===== src/rtl/multiplier_sa.sv =====
// Sequential shift-and-add multiply-accumulate: product = multiplicand * multiplier + addend.
// Iterates only over the significant bits of the multiplier (two cycles per bit).
module multiplier_sa #(
  parameter int unsigned BITS = 16
) (
  input  logic              clk,
  input  logic              reset,
  input  logic              start,
  input  logic [BITS-1:0]   multiplicand,
  input  logic [BITS-1:0]   multiplier,
  input  logic [BITS-1:0]   addend,
  output logic              busy,
  output logic              done,
  output logic [2*BITS-1:0] product
);

  localparam int unsigned CntW = $clog2(BITS + 1);

  typedef enum logic [1:0] {
    StIdle  = 2'd0,
    StCheck = 2'd1,
    StAdd   = 2'd2,
    StDone  = 2'd3
  } state_e;

  state_e              state;
  logic [2*BITS-1:0]   acc;
  logic [2*BITS-1:0]   mcand;
  logic [BITS-1:0]     mplier;
  logic [CntW-1:0]     count;
  logic [CntW-1:0]     b_len;

  // Bit length of the incoming multiplier: index of the highest set bit plus one.
  always_comb begin
    b_len = '0;
    for (int i = 0; i < BITS; i++) begin
      if (multiplier[i]) b_len = CntW'(i + 1);
    end
  end

  always_ff @(posedge clk) begin
    if (reset) begin
      state  <= StIdle;
      busy   <= 1'b0;
      done   <= 1'b0;
      acc    <= '0;
      mcand  <= '0;
      mplier <= '0;
      count  <= '0;
    end else begin
      done <= 1'b0;
      unique case (state)
        StIdle: begin
          if (start) begin
            acc    <= {{BITS{1'b0}}, addend};
            mcand  <= {{BITS{1'b0}}, multiplicand};
            mplier <= multiplier;
            count  <= b_len;
            busy   <= 1'b1;
            state  <= StCheck;
          end
        end
        StCheck: begin
          state <= (count == '0) ? StDone : StAdd;
        end
        StAdd: begin
          if (mplier[0]) acc <= acc + mcand;
          mcand  <= mcand << 1;
          mplier <= mplier >> 1;
          count  <= count - 1'b1;
          state  <= StCheck;
        end
        StDone: begin
          done  <= 1'b1;
          busy  <= 1'b0;
          state <= StIdle;
        end
        default: begin
          busy  <= 1'b0;
          state <= StIdle;
        end
      endcase
    end
  end

  assign product = acc;

endmodule


===== config.mk =====
export PLATFORM = sky130hd
export DESIGN_NAME = multiplier_sa
export DESIGN_NICKNAME = d
export VERILOG_FILES = /design/src/rtl/multiplier_sa.sv
export SDC_FILE = /design/constraint.sdc
export NUM_CORES = 1
export LEC_CHECK = 0
export CORE_UTILIZATION = 54
export CTS_CLUSTER_DIAMETER = 120
export DETAILED_ROUTE_END_ITERATION = 12
export PLACE_DENSITY = 0.9
export SLEW_MARGIN = 20
export SYNTH_ARGS = -nofsm -noshare
export SYNTH_HDL_FRONTEND = slang
export SYNTH_SLANG_ARGS = --single-unit

===== constraint.sdc =====
create_clock -name clk -period 3.55 [get_ports clk]
set_clock_uncertainty 0.2 [all_clocks]
set_input_delay 0.71 -clock clk [delete_from_list [all_inputs] [get_ports clk]]
set_output_delay 0.71 -clock clk [all_outputs]
set_load 0.05 [all_outputs]

-- Yosys cells after proc, flatten, opt, wreduce, memory -nomap -nowiden
Index checks and enable logic that the tools add are counted.
- flip-flop bits (word level): 89
- bits of input ports: 51
- output and inout bits: 34
- logic and storage cells: 52
- $add $sub $neg: 2
- eq/ne operators: 5
- muxes and demuxes: 31
- reduce and logical (&&, ||, !) cells: 7
- operator list (operator ; count):
    $pmux W32 S2 ; 2
    $mux W32 ; 3
    $mux W5 ; 14
    $add A32 B32 Y32 ; 1
    $pmux W16 S2 ; 1
    $mux W16 ; 1
    $pmux W5 S2 ; 1
    $pmux W2 S4 ; 1
    $mux W2 ; 3
    $logic_not A5 Y1 ; 1
    $sub A5 B1 Y5 const B ; 1
    $eq A2 B2 Y1 const B ; 2
    $mux W1 ; 4
    $ne A2 B2 Y1 const B ; 2
    $reduce_and A2 Y1 ; 2
    $reduce_bool A2 Y1 ; 2
    $reduce_and A3 Y1 ; 1
    $eq A2 B1 Y1 const B ; 1
    $logic_not A2 Y1 ; 1
    $pmux W1 S2 ; 1

-- Longest topological paths before layout
- word-level depth: 18
- depth in mapped cells: 12
- depth with buffers taken out: 12

-- Worst setup path after synthesis
OpenSTA, ideal clock, no wires.
- kind: register to register
- start point: register acc[0] (netlist: product[0])
- end point: register acc[30] (netlist: product[30])
- library setup time: 0.120 ns
- arrival time: 2.918 ns
- required time: 3.230 ns
- path slack: 0.312 ns
- stages on the path, launching flop included: 13
- path buffers: 0
- period minus slack after synthesis: 3.238 ns
- cell sequence: dfxtp_1 > ha_1 > inv_1 > fa_1 > nand2b_1 > a21oi_2 > o31ai_2 > a211oi_1 > o2111a_1 > a311oi_2 > o31ai_1 > mux2i_1 > or2_1
- word-level cells in the longest chain between the ends: 3
- RTL lines (what ; RTL line ; source):
    start, declared ; 27 ; logic [2*BITS-1:0] acc;
    start signal, assigned ; 55 ; acc <= {{BITS{1'b0}}, addend};
    start signal, assigned ; 67 ; if (mplier[0]) acc <= acc + mcand;
    $add A32 B32 Y32 ; 67 ;
    $mux W32 ; 67 ;
    $pmux W32 S2 ; 52 ; unique case (state)
Every way passes these cells. The select of a mux whose other input is x is not followed.
A chain may end at the register's enable or synchronous reset.

-- Worst setup path in the final report
Same ends and word-level chain as after synthesis.

==> metrics.log <==
INFO  metric synth_top_family_by_area = compound AO/OA/AOI/OAI gates
INFO  metric post-cts-setup-buffer-count = 0
INFO  metric die_w = 101 um
INFO  metric grt_pass1_vias = 4918
INFO  metric yosys_warnings = 0
INFO  metric cts.htree.levels = 3
INFO  metric dieHeight = 101 um
INFO  metric cp_slowest_cell = sky130_fd_sc_hd__fa_1
INFO  metric period_needed = 3.14 ns
INFO  metric ffs_latches_synth = 89
INFO  metric delay_of_the_slowest_critical_path_stage = 0.38 ns
INFO  metric top_level_ports = 85
INFO  metric area_growth_syn_to_fin = 21.0%
INFO  metric remaining_max_slew_budget_at_the_tightest_pin = 31.9%
INFO  metric cts_tree = yes
INFO  metric cts.reportedPaths.clkPinSlew = 0.10 ns
INFO  metric grt_start_max_net_pins = 101
INFO  metric cts.repair.resized = 0
INFO  metric endpoint_class_of_the_critical_path = flop
INFO  metric vdd_drop_max = 0.000250 V
INFO  metric tightest_slew = 1.02 ns
INFO  metric yosys.cell_count.top_type = sky130_fd_sc_hd__nand2_1
INFO  metric via_per_inst = 5.98
INFO  metric power_per_cell_area = 404 mW/mm^2
INFO  metric timing_max_transition_violations_final = 0
INFO  metric synth_area_in_compound_gates = 24.8%
INFO  metric r2r.worst_path.cells = 12
INFO  metric clockBufferDepth = 2
INFO  metric total_number_of_vias = 5274
INFO  metric post_synth_mux_area_share = 0.757%
INFO  metric worst_hold_path_class = reg2reg
INFO  metric fillerInstances = 813
INFO  metric setup_viol_count_final = 0
INFO  metric core_region_area = 0.00937 sq mm
INFO  metric detail_route.drc_violations = 0
INFO  metric finalWirelength = 13900 um
INFO  metric drtPass1Iterations = 4
INFO  metric synth_top_area_cell = sky130_fd_sc_hd__dfxtp_1
INFO  metric synth-edff-count = 0
INFO  metric synthTopCellsByArea = sky130_fd_sc_hd__dfxtp_1 (34%), sky130_fd_sc_hd__nand2_1 (8.5%), sky130_fd_sc_hd__ha_1 (7.8%), sky130_fd_sc_hd__a311oi_1 (6.5%), sky130_fd_sc_hd__nor2_1 (5.7%)
INFO  metric cts.sinks = 89
INFO  metric drv_cap = 0
INFO  metric routability_congestion_estimate = 0.910
INFO  metric criticalPathCategory = reg2reg
INFO  metric setup_total_negative_slack = 0 ns
INFO  metric run_status = finished, final reports clean
INFO  metric synth_sequential_area_ratio = 33.7%
INFO  metric clk-insertion-delay-late = 0.37 ns
INFO  metric port_buf_inserts = 84
INFO  metric post_synth_and_or_nand_nor_area_fraction = 24.5%
INFO  metric grt_setup_unrepaired = no
INFO  metric placement_rows = 35
INFO  metric worst_case_hold_slack = 0.288 ns
INFO  metric synth_xor_area_share = 3.81%
INFO  metric synthCells = 689
INFO  metric post_synth_fa_ha_maj_area_fraction = 8.18%
INFO  metric timing.final.hold_violations = 0
INFO  metric post_synth_most_frequent_cells = sky130_fd_sc_hd__nand2_1 (120), sky130_fd_sc_hd__dfxtp_1 (89), sky130_fd_sc_hd__nor2_1 (80)
INFO  metric timing.hold.worst_path_depth = 2
INFO  metric floorplan.initialDensity = 56.5%
INFO  metric final_std_cells_w_o_fill = 882
INFO  metric drive_above_1_share = 5.71%
INFO  metric p_leak = 2.51 nW
INFO  metric synth.lib_cells_used.distinct = 61
INFO  metric required = 3.62 ns
INFO  metric die_area = 0.0102 sq mm
INFO  metric tritoncts.num_buffers = 9
INFO  metric timing.final.crit_share = 88.6%
INFO  metric post_drt_wl_per_cell = 15.7 um
INFO  metric fin_nets = 833
INFO  metric achievable-frequency = 318 MHz
INFO  metric n_antenna_cell = 0
INFO  metric initial_antenna_violation_count = 0
INFO  metric grtUsageTotal = 27.7%
INFO  metric ctsRootBufferMaster = sky130_fd_sc_hd__clkbuf_8
INFO  metric postRouteAntennaNets = 0
INFO  metric cp_cell_sequence = ha_1, inv_1, fa_1, nand2b_1, a21oi_2, o31ai_2, a211oi_1, o2111a_1, a311oi_2, o31ai_1, mux2i_1, or2_1
INFO  metric wire_length_of_the_first_global_routing_pass = 22700 um
INFO  metric crit_path_start_kind = flop
INFO  metric syn_nets = 774
INFO  metric post_synth_instance_area = 0.00529 sq mm
INFO  metric critical_path_peak_fanout = 4
INFO  metric post_synth_top_area_share = 33.7%
INFO  metric hpwlAfterDp = 9740 um
INFO  metric postSynthAreaPerCell = 7.68 sq um
INFO  metric grt_overflow_total = 0
INFO  metric async_flop_share = 0%
INFO  metric cts-hold-fix-buffers = 0
INFO  metric dpl.cell_count = 866
INFO  metric top_ff_cell_synth = sky130_fd_sc_hd__dfxtp_1
INFO  metric detail_route.iter0.violations = 302
INFO  metric timing.critical_path.arrival = 3.21 ns
## metal layers
metal	GRT usage [%]	part of all wire, %	routed length, um
met1	36.0	44	6170
met2	46.9	47	6570
met3	4.92	7.2	1000
met4	8.25	1.1	146
met5	0	0	0
## registers in the layout, summed over array words and instances (netlist names)
name     cells
mplier      16
mcand       32
done         1
state        2
count        5
product     32
busy         1
## where the power goes
part           total, mW  internal [mW]  switching [mW]
Clock              0.764          0.342           0.422
Combinational      0.684          0.269           0.414
Sequential          1.14           1.08          0.0634
## stage by stage
| step | util (%) | power (mW) | worst slack [ns] | cell area (sq um) |
|---|---|---|---|---|
| final | 68.3 | 2.59 | 0.406 | 6400 |
| after global routing | 68.3 | 2.70 | 0.274 | 6400 |
| after CTS | 68.3 | 2.58 | 0.436 | 6400 |
| after detailed placement | 66.1 | 1.83 | 0.475 | 6190 |
| after global placement | 66.1 | 1.81 | 0.531 | 6190 |
| after floorplan | - | 1.61 | 0.312 | 5290 |
## final cells by class
cell class,count,area [sq um],share of cell area (%)
inverters,13,48.8,0.762
clock buffers,9,124,1.93
flip-flops and latches,89,1780,27.8
well taps,129,161,2.52
clock inverters,7,86.3,1.35
multi-input cells,542,3300,51.5
repair buffers,93,903,14.1
## cell families after synthesis
| kind of cell | count (synthesis) |
|---|---|
| muxes | 4 |
| adders and majority gates | 34 |
| xor gates and xnor gates | 23 |
| AOI/OAI and AO/OA | 188 |
| and+or+nand+nor | 293 |
| buffers and inverters | 58 |
| DFF | 89 |
## cells in the final DEF, fill, tap and decap left out, types with 9 or more instances in the layout
cell type and n:
sky130_fd_sc_hd__clkdlybuf4s50_1 83, sky130_fd_sc_hd__nor2_1 80, sky130_fd_sc_hd__nand2_1 120, sky130_fd_sc_hd__a21oi_1 57
sky130_fd_sc_hd__a21o_1 9, sky130_fd_sc_hd__ha_1 33, sky130_fd_sc_hd__o21ai_0 19, sky130_fd_sc_hd__buf_4 9
sky130_fd_sc_hd__a311oi_1 39, sky130_fd_sc_hd__inv_1 13, sky130_fd_sc_hd__nand3_1 27, sky130_fd_sc_hd__nor3_1 19
sky130_fd_sc_hd__dfxtp_1 89, sky130_fd_sc_hd__a211oi_1 14, sky130_fd_sc_hd__xnor2_1 16, sky130_fd_sc_hd__clkbuf_8 9
sky130_fd_sc_hd__a22o_1 10
## worst paths after layout
path	startpoint	endpoint	slack, ns
hold reg to reg	mcand[29]	mcand[30]	0.29
setup / recovery	product[0]	product[30]	0.41
hold / removal	mcand[29]	mcand[30]	0.29
setup reg to reg	product[0]	product[30]	0.41
## critical path: cells and delay by family, from the launching register on
family	cells	cell delay, ns
muxes	1	0.11
and+or+nand+nor	2	0.43
DFF	1	0.36
AOI/OAI and AO/OA	6	1.28
buffers and inverters	1	0.07
adders and majority gates	2	0.59
No activity file was read; power rests on OpenSTA's default activity.
